`src/rtl/aluseq_pkg.sv`:
```
// Shared opcodes, nibble-mode constants, state encoding and output decode for aluseq_ctrl.
// Optional divide sequence is enabled by defining ALUSEQ_DIV_EN.
package aluseq_pkg;

    localparam logic [2:0] OP_NOP  = 3'b000;
    localparam logic [2:0] OP_LOAD = 3'b001;
    localparam logic [2:0] OP_ADD  = 3'b010;
    localparam logic [2:0] OP_SUB  = 3'b011;
    localparam logic [2:0] OP_AND  = 3'b100;
    localparam logic [2:0] OP_MUL  = 3'b101;
    localparam logic [2:0] OP_DIV  = 3'b110;
    localparam logic [2:0] OP_OUT  = 3'b111;

    localparam logic [1:0] HS_HOLD = 2'b00;
    localparam logic [1:0] HS_SHR  = 2'b01;
    localparam logic [1:0] HS_SHL  = 2'b10;
    localparam logic [1:0] HS_LOAD = 2'b11;

    typedef enum logic [3:0] {
        S_IDLE,
        S_LDH,
        S_XFER,
        S_CLRH,
        S_ALU,
        S_MOP,
        S_MSH,
`ifdef ALUSEQ_DIV_EN
        S_DSH,
        S_DOP,
`endif
        S_OUT,
        S_DONE
    } state_t;

    typedef struct packed {
        logic       clr;
        logic       ah_reset;
        logic       ah_inen;
        logic [1:0] hs;
        logic [1:0] ls;
        logic       s_add;
        logic       s_sub;
        logic       s_and;
        logic       s_mul;
        logic       s_div;
        logic       acc_oen;
    } ctl_t;

    // Datapath control word for the state about to become current.
    function automatic ctl_t ctl_decode(state_t st, logic [2:0] op);
        ctl_t c;
        c = '0;
        case (st)
            S_LDH: begin
                c.ah_inen = 1'b1;
                c.hs      = HS_LOAD;
            end
            S_XFER: c.ls = HS_LOAD;
            S_CLRH: c.ah_reset = 1'b1;
            S_ALU: begin
                c.hs    = HS_LOAD;
                c.s_add = (op == OP_ADD);
                c.s_sub = (op == OP_SUB);
                c.s_and = (op == OP_AND);
            end
            S_MOP: begin
                c.s_mul = 1'b1;
                c.hs    = HS_LOAD;
            end
            S_MSH: begin
                c.hs = HS_SHR;
                c.ls = HS_SHR;
            end
`ifdef ALUSEQ_DIV_EN
            S_DSH: begin
                c.hs = HS_SHL;
                c.ls = HS_SHL;
            end
            S_DOP: begin
                c.s_div = 1'b1;
                c.hs    = HS_LOAD;
            end
`endif
            S_OUT: c.acc_oen = 1'b1;
            default: c = '0;
        endcase
        return c;
    endfunction

endpackage

```
`src/rtl/aluseq_ctrl_iter.sv`:
```
// Iteration counter for the MUL/DIV loops; cleared by the sequencer and stepped once per loop pass.
module aluseq_iter #(
    parameter int ITER = 4
) (
    input  logic clk,
    input  logic clr_n,
    input  logic clr,
    input  logic inc,
    output logic last
);

    localparam int W = $clog2(ITER) + 1;

    logic [W-1:0] it;

    always_ff @(posedge clk) begin
        if (!clr_n) begin
            it <= '0;
        end else if (clr) begin
            it <= '0;
        end else if (inc) begin
            it <= it + 1'b1;
        end
    end

    assign last = (it == W'(ITER - 1));

endmodule

```
`src/rtl/aluseq_ctrl.sv`:
```
// Micro-sequencer driving the 4-bit accumulator/ALU datapath one opcode per start/done handshake.
// Define ALUSEQ_DIV_EN to build the restoring-divide sequence; otherwise DIV completes with err.
module aluseq_ctrl
    import aluseq_pkg::*;
#(
    parameter int ITER = 4
) (
    input  logic       clk,
    input  logic       clr_n,
    input  logic       start,
    input  logic [2:0] op,
    input  logic       sign_flag,
    input  logic       zero_flag,
    output logic       busy,
    output logic       done,
    output logic       err,
    output logic [1:0] flags,
    output logic       clr,
    output logic       ah_reset,
    output logic       ah_inen,
    output logic [1:0] hs,
    output logic [1:0] ls,
    output logic       s_add,
    output logic       s_sub,
    output logic       s_and,
    output logic       s_mul,
    output logic       s_div,
    output logic       acc_oen
);

    state_t     state;
    state_t     nxt;
    logic [2:0] op_q;
    ctl_t       ctl_q;
    logic       accept;
    logic       it_clr;
    logic       it_inc;
    logic       it_last;

    assign accept = (state == S_IDLE) && !busy && start;
    assign it_clr = (state == S_CLRH);
`ifdef ALUSEQ_DIV_EN
    assign it_inc = (state == S_MSH) || (state == S_DOP);
`else
    assign it_inc = (state == S_MSH);
`endif

    aluseq_iter #(.ITER(ITER)) u_iter (
        .clk   (clk),
        .clr_n (clr_n),
        .clr   (it_clr),
        .inc   (it_inc),
        .last  (it_last)
    );

    // The accept edge only latches the opcode; dispatch happens from IDLE on the following edge.
    always_comb begin
        nxt = state;
        case (state)
            S_IDLE: begin
                if (busy) begin
                    case (op_q)
                        OP_NOP:                 nxt = S_DONE;
                        OP_LOAD, OP_MUL:        nxt = S_LDH;
`ifdef ALUSEQ_DIV_EN
                        OP_DIV:                 nxt = S_LDH;
`else
                        OP_DIV:                 nxt = S_DONE;
`endif
                        OP_ADD, OP_SUB, OP_AND: nxt = S_ALU;
                        OP_OUT:                 nxt = S_OUT;
                        default:                nxt = S_DONE;
                    endcase
                end
            end
            S_LDH:  nxt = (op_q == OP_LOAD) ? S_DONE : S_XFER;
            S_XFER: nxt = S_CLRH;
`ifdef ALUSEQ_DIV_EN
            S_CLRH: nxt = (op_q == OP_DIV) ? S_DSH : S_MOP;
            S_DSH:  nxt = S_DOP;
            S_DOP:  nxt = it_last ? S_DONE : S_DSH;
`else
            S_CLRH: nxt = S_MOP;
`endif
            S_ALU:  nxt = S_DONE;
            S_MOP:  nxt = S_MSH;
            S_MSH:  nxt = it_last ? S_DONE : S_MOP;
            S_OUT:  nxt = S_DONE;
            S_DONE: nxt = S_IDLE;
            default: nxt = S_IDLE;
        endcase
    end

    always_ff @(posedge clk) begin
        if (!clr_n) begin
            state     <= S_IDLE;
            op_q      <= OP_NOP;
            busy      <= 1'b0;
            done      <= 1'b0;
            err       <= 1'b0;
            flags     <= '0;
            ctl_q     <= '0;
            ctl_q.clr <= 1'b1;
        end else begin
            state <= nxt;
            if (accept) begin
                op_q <= op;
                busy <= 1'b1;
            end else if (state == S_DONE) begin
                busy <= 1'b0;
            end
            done <= (nxt == S_DONE);
`ifdef ALUSEQ_DIV_EN
            err <= 1'b0;
`else
            err <= (nxt == S_DONE) && (op_q == OP_DIV);
`endif
            if (nxt == S_DONE) begin
                flags <= {sign_flag, zero_flag};
            end
            ctl_q <= ctl_decode(nxt, op_q);
        end
    end

    assign clr      = ctl_q.clr;
    assign ah_reset = ctl_q.ah_reset;
    assign ah_inen  = ctl_q.ah_inen;
    assign hs       = ctl_q.hs;
    assign ls       = ctl_q.ls;
    assign s_add    = ctl_q.s_add;
    assign s_sub    = ctl_q.s_sub;
    assign s_and    = ctl_q.s_and;
    assign s_mul    = ctl_q.s_mul;
`ifdef ALUSEQ_DIV_EN
    assign s_div    = ctl_q.s_div;
`else
    assign s_div    = 1'b0;
`endif
    assign acc_oen  = ctl_q.acc_oen;

endmodule

```
`config.mk`:
```
export PLATFORM = sky130hd
export DESIGN_NAME = aluseq_ctrl
export DESIGN_NICKNAME = d
export VERILOG_FILES = /design/src/rtl/aluseq_pkg.sv /design/src/rtl/aluseq_ctrl_iter.sv /design/src/rtl/aluseq_ctrl.sv
export SDC_FILE = /design/constraint.sdc
export NUM_CORES = 1
export LEC_CHECK = 0
export ABC_AREA = 1
export BUFFER_PORTS_ARGS = -buffer_cell sky130_fd_sc_hd__buf_2
export CORE_AREA = 4 4 58 60
export DETAILED_ROUTE_END_ITERATION = 8
export DIE_AREA = 0 0 62 64
export PLACE_DENSITY = 0.75
export SLEW_MARGIN = 20
export SYNTH_ARGS = -nofsm -noshare
export SYNTH_HDL_FRONTEND = slang
export SYNTH_SLANG_ARGS = --single-unit
```
`constraint.sdc`:
```
create_clock -name clk -period 1.95 [get_ports clk]
set_input_delay 0.195 -clock clk [delete_from_list [all_inputs] [get_ports clk]]
set_output_delay 0.195 -clock clk [all_outputs]
set_load 0.01 [all_outputs]
```
== After elaboration in Yosys (flattened, before gate mapping) ==
Memory sizes are Yosys's and may differ from the RTL's. A register that Yosys moved wholly into a read port is not among the register bits.
Cells that the tools add are included.

* Memories kept: 1
* Latch bits: 0
* Output and inout port bits: 18
* Bits in writable memories: 0
* Register bits: 27
* Logic and storage cells: 68
* Bits in read-only memories: 32

{| class="wikitable"
|+ Memory list
! memory !! words !! bits a word !! read ports !! clocked after memory_dff !! write ports !! RTL line !! text
|-
| (no name shown) || 8 || 4 || 1 || 1 || 0 || aluseq_ctrl.sv:62 || <nowiki>case (op_q)</nowiki>
|}

* $add $sub $neg: 1
* Divide/modulo/power cells: 0
* Muxes and demuxes: 16
* Equal/unequal tests: 22
* Bitwise operators: 1
* Shift-type cells: 0
* $lt $le $gt $ge: 0
* $mul: 0
* Reduce and logical (&&, ||, !) cells: 10

{| class="wikitable"
|+ Operators with widths
! cell !! number
|-
| $eq A4 B3 Y1 const B || 8
|-
| $pmux W4 S7 || 1
|-
| $eq A4 B2 Y1 const B || 4
|-
| $mux W13 || 1
|-
| $mux W4 || 3
|-
| $eq A3 B2 Y1 const B || 3
|-
| $mux W3 || 3
|-
| $eq A4 B1 Y1 const B || 2
|-
| $eq A4 B4 Y1 const B || 2
|-
| $pmux W2 S2 || 2
|-
| $eq A3 B3 Y1 const B || 2
|-
| $mux W1 || 6
|-
| $logic_not A4 Y1 || 1
|-
| $reduce_or A2 Y1 || 2
|-
| $add A3 B1 Y3 const B || 1
|-
| $eq A3 B1 Y1 const B || 1
|-
| $logic_and A1 B1 Y1 || 3
|-
| $reduce_or A3 Y1 || 1
|-
| $reduce_and A2 Y1 || 1
|-
| $reduce_bool A2 Y1 || 1
|-
| $logic_not A1 Y1 || 1
|-
| $not A1 Y1 || 1
|}

== Longest topological paths before layout ==
* Depth after elaboration: 7
* Depth in mapped cells: 11
* Depth with buffers taken out: 11

== Modules after synthesis ==
Synthesis repeated with hierarchy kept, for this count alone.

* Cells, all modules: 199
* Area total of the unflattened synthesis: 1516.5 um^2

{| class="wikitable"
|+ Modules (own cells, without submodules)
! module !! seq. area each (um^2) !! instances !! area each (um^2) !! cells each
|-
| aluseq_ctrl || 560.5 || 1 || 1370.1 || 179
|-
| aluseq_iter || 60.1 || 1 || 146.4 || 20
|}

== Worst setup path before layout ==
Ideal clock, no wire load.

* Path kind: register to register
* Start: register busy
* End: register with a tool-made name
* Buffers on the path: 0
* Period minus slack after synthesis: 1570 ps
* Library setup time: 74 ps
* Data required time: 1876 ps
* Slack: 380 ps
* Stages on the path, launching flop included: 10
* Arrival time: 1495 ps
* Path through: dfxtp_1 -> inv_1 -> nand2_1 -> nor2_4 -> inv_1 -> nor2_1 -> nor3_2 -> inv_1 -> ha_1 -> o21ai_0

{| class="wikitable"
|+ RTL lines
! element !! RTL line !! text
|-
| start, declared || aluseq_ctrl.sv:14 || <nowiki>output logic busy,</nowiki>
|-
| start signal, assigned || aluseq_ctrl.sv:98 || <nowiki>busy <= 1'b0;</nowiki>
|-
| start signal, assigned || aluseq_ctrl.sv:108 || <nowiki>busy <= 1'b1;</nowiki>
|-
| start signal, assigned || aluseq_ctrl.sv:110 || <nowiki>busy <= 1'b0;</nowiki>
|}

==> qor.yml <==
end_kind: "flip-flop"
cp-start-kind: "flip-flop"
synth_area_leaders: "dfxtp_1 41%, nand2_1 11%, inv_1 5.8%"
yosys_register_bits: 31
hp-class: "input port to flip-flop"
antenna_left: 0
syn_to_final_growth_pct: 15.9
drtIter0Drc: 22
grt_pass1_vias: 1060
cts_setup_buffers: 0
cts_buffer_depth: 2
synth.most_common_cell: "nand2_1"
synth_top_area_share: 0.415
synth_edf_count: 0
via_count: 1136
synth_cells: 185
fin_tns_setup_ns: 0
yosys.cell_types.count: 28
start_util: 0.511
core_sq_um: 2930
antenna_cells: 0
period_share: 0.879
postLayoutCellArea_sq_um: 1730
synth_top_area_cell: "dfxtp_1"
period_needed_ns: 1.71
insertion_delay_ns: 0.33
drc: 0
routed_wl_um: 2490
yosys_warnings: 0
wire_per_inst_um: 10.1
nFillCells: 272
die_y_um: 64
final_net_count: 227
cp_data_arrival_time_ns: 1.97
htree_levels: 2
viasPerCell: 4.58
p_leak_nw: 0.844
clock-sinks: 31
skew_ns: 0.00902
power_mw: 2.67
cp.required_ns: 2.21
grt-ovfl-total: 0
grt_setup_unrepaired: "no"
cts.clk_slew.worst_paths_ns: 0.09
timing.final.ws_setup_ns: 0.237
powerDensity_nw_per_um2: 1540
place_hpwl_um: 2010
pre_cts_ws_ns: 0.279
syn-cell-area_sq_um: 1500
cp_max_fo: 5
antenna_found_initial: 0
finalHoldViolations: 0
cts_buffers: 5
die_w_um: 62
synth_fp_nets: 198
tritoncts: "done"
numPortBuffers: 24
grt_pass1_wl_um: 4530
cts-root-buf: "clkbuf_4"
rows: 20
track_usage: 0.155
setup_viol: 0
hold_buffers: 0
postSynthAreaPerCell_sq_um: 8.09
yosysSeqAreaShare: 0.415
gp_congestion: 0.742
netlist_top_cells_count: "43 x nand2_1, 31 x dfxtp_1, 23 x inv_1"
maxCapViolCount: 0
outcome: "finished, final reports clean"
grt_max_degree: 11
critPathKind: "flip-flop to flip-flop"
synth_ff_type: "dfxtp_1"
dr.pass1.iters: 4
die_area_sq_um: 3970
fin_util: 0.592
drive_gt1_frac: 0.316
pin_count: 26
vdd_drop_max_uv: 835
drv_slew: 0
dpl-instance-area_sq_um: 1650
timing.fmax_mhz: 584
cts.repair.resized: 0
synth-async-reset-ratio: 0
metrics by stage:
step | hold slack (ns) | std cells
after detailed placement | 0.466 | 240
after CTS | 0.121 | 248
after global routing | 0.129 | 248
after global placement | 0.455 | 240
after floorplan | 0.357 | 185
final | 0.136 | 248
critical path, cell delays in order (launching register included):
cell     delay, ns
dfxtp_1       0.38
nor2_2        0.21
nand2_4       0.08
nor2_4        0.11
inv_1         0.09
nand2_1       0.08
o21ai_2       0.07
nor2_2        0.13
inv_1         0.08
ha_1          0.27
o21ai_0       0.15
cells in the final DEF, fill, tap and decap left out, types with 2 or more instances in the layout:
master / n
nand3_4: 3
dfxtp_1: 31
buf_2: 24
clkbuf_4: 5
nor2_1: 18
o21ai_0: 4
ha_1: 5
inv_1: 23
nand3_1: 11
nand2_4: 4
nor2_4: 7
nand2_1: 43
inv_2: 3
o21ai_1: 2
nand2_2: 3
a21oi_1: 5
nor2_2: 8
nor3_2: 3
layout make-up:
class / instances / area [sq um] / share of cell area
clock buffer: 6 / 51.3 / 0.0296
clock inverter: 2 / 35.0 / 0.0202
inverter: 26 / 97.6 / 0.0563
multi-input combinational: 125 / 761 / 0.439
sequential: 31 / 621 / 0.358
tap: 33 / 41.3 / 0.0238
timing repair buffer: 25 / 128 / 0.0736
metal layers:
metal	share of wire	track usage
met4	0.019	0.0557
met2	0.48	0.229
met5	0	0
met3	0.050	0.0707
met1	0.45	0.194
report_power, final:
group / switching (mW) / leakage, nW / total (mW) / internal, mW
sequential: 0.104 / 0.253 / 0.897 / 0.793
combinational: 0.827 / 0.543 / 1.26 / 0.430
clock: 0.216 / 0.0482 / 0.519 / 0.303
logic make-up after synthesis:
logic type,share of synthesized area
fa+ha+maj,0.0418
buf+inv,0.0769
xor+xnor,0.00585
flops,0.415
simple gates,0.411
other cells,0.00251
compound gates,0.0477
final timing paths:
| path | startpoint | endpoint | slack, ns | cells after the start |
|---|---|---|---|---|
| worst min-delay path | op[1] | op_q[1] | 0.14 | 3 |
| worst min register to register | u_iter.it[1] | u_iter.it[1] | 0.47 | 2 |
| worst max-delay path | state[0] | flip-flop | 0.24 | 10 |
| worst max register to register | state[0] | flip-flop | 0.24 | 10 |
Power figures use the tool's default switching activity.
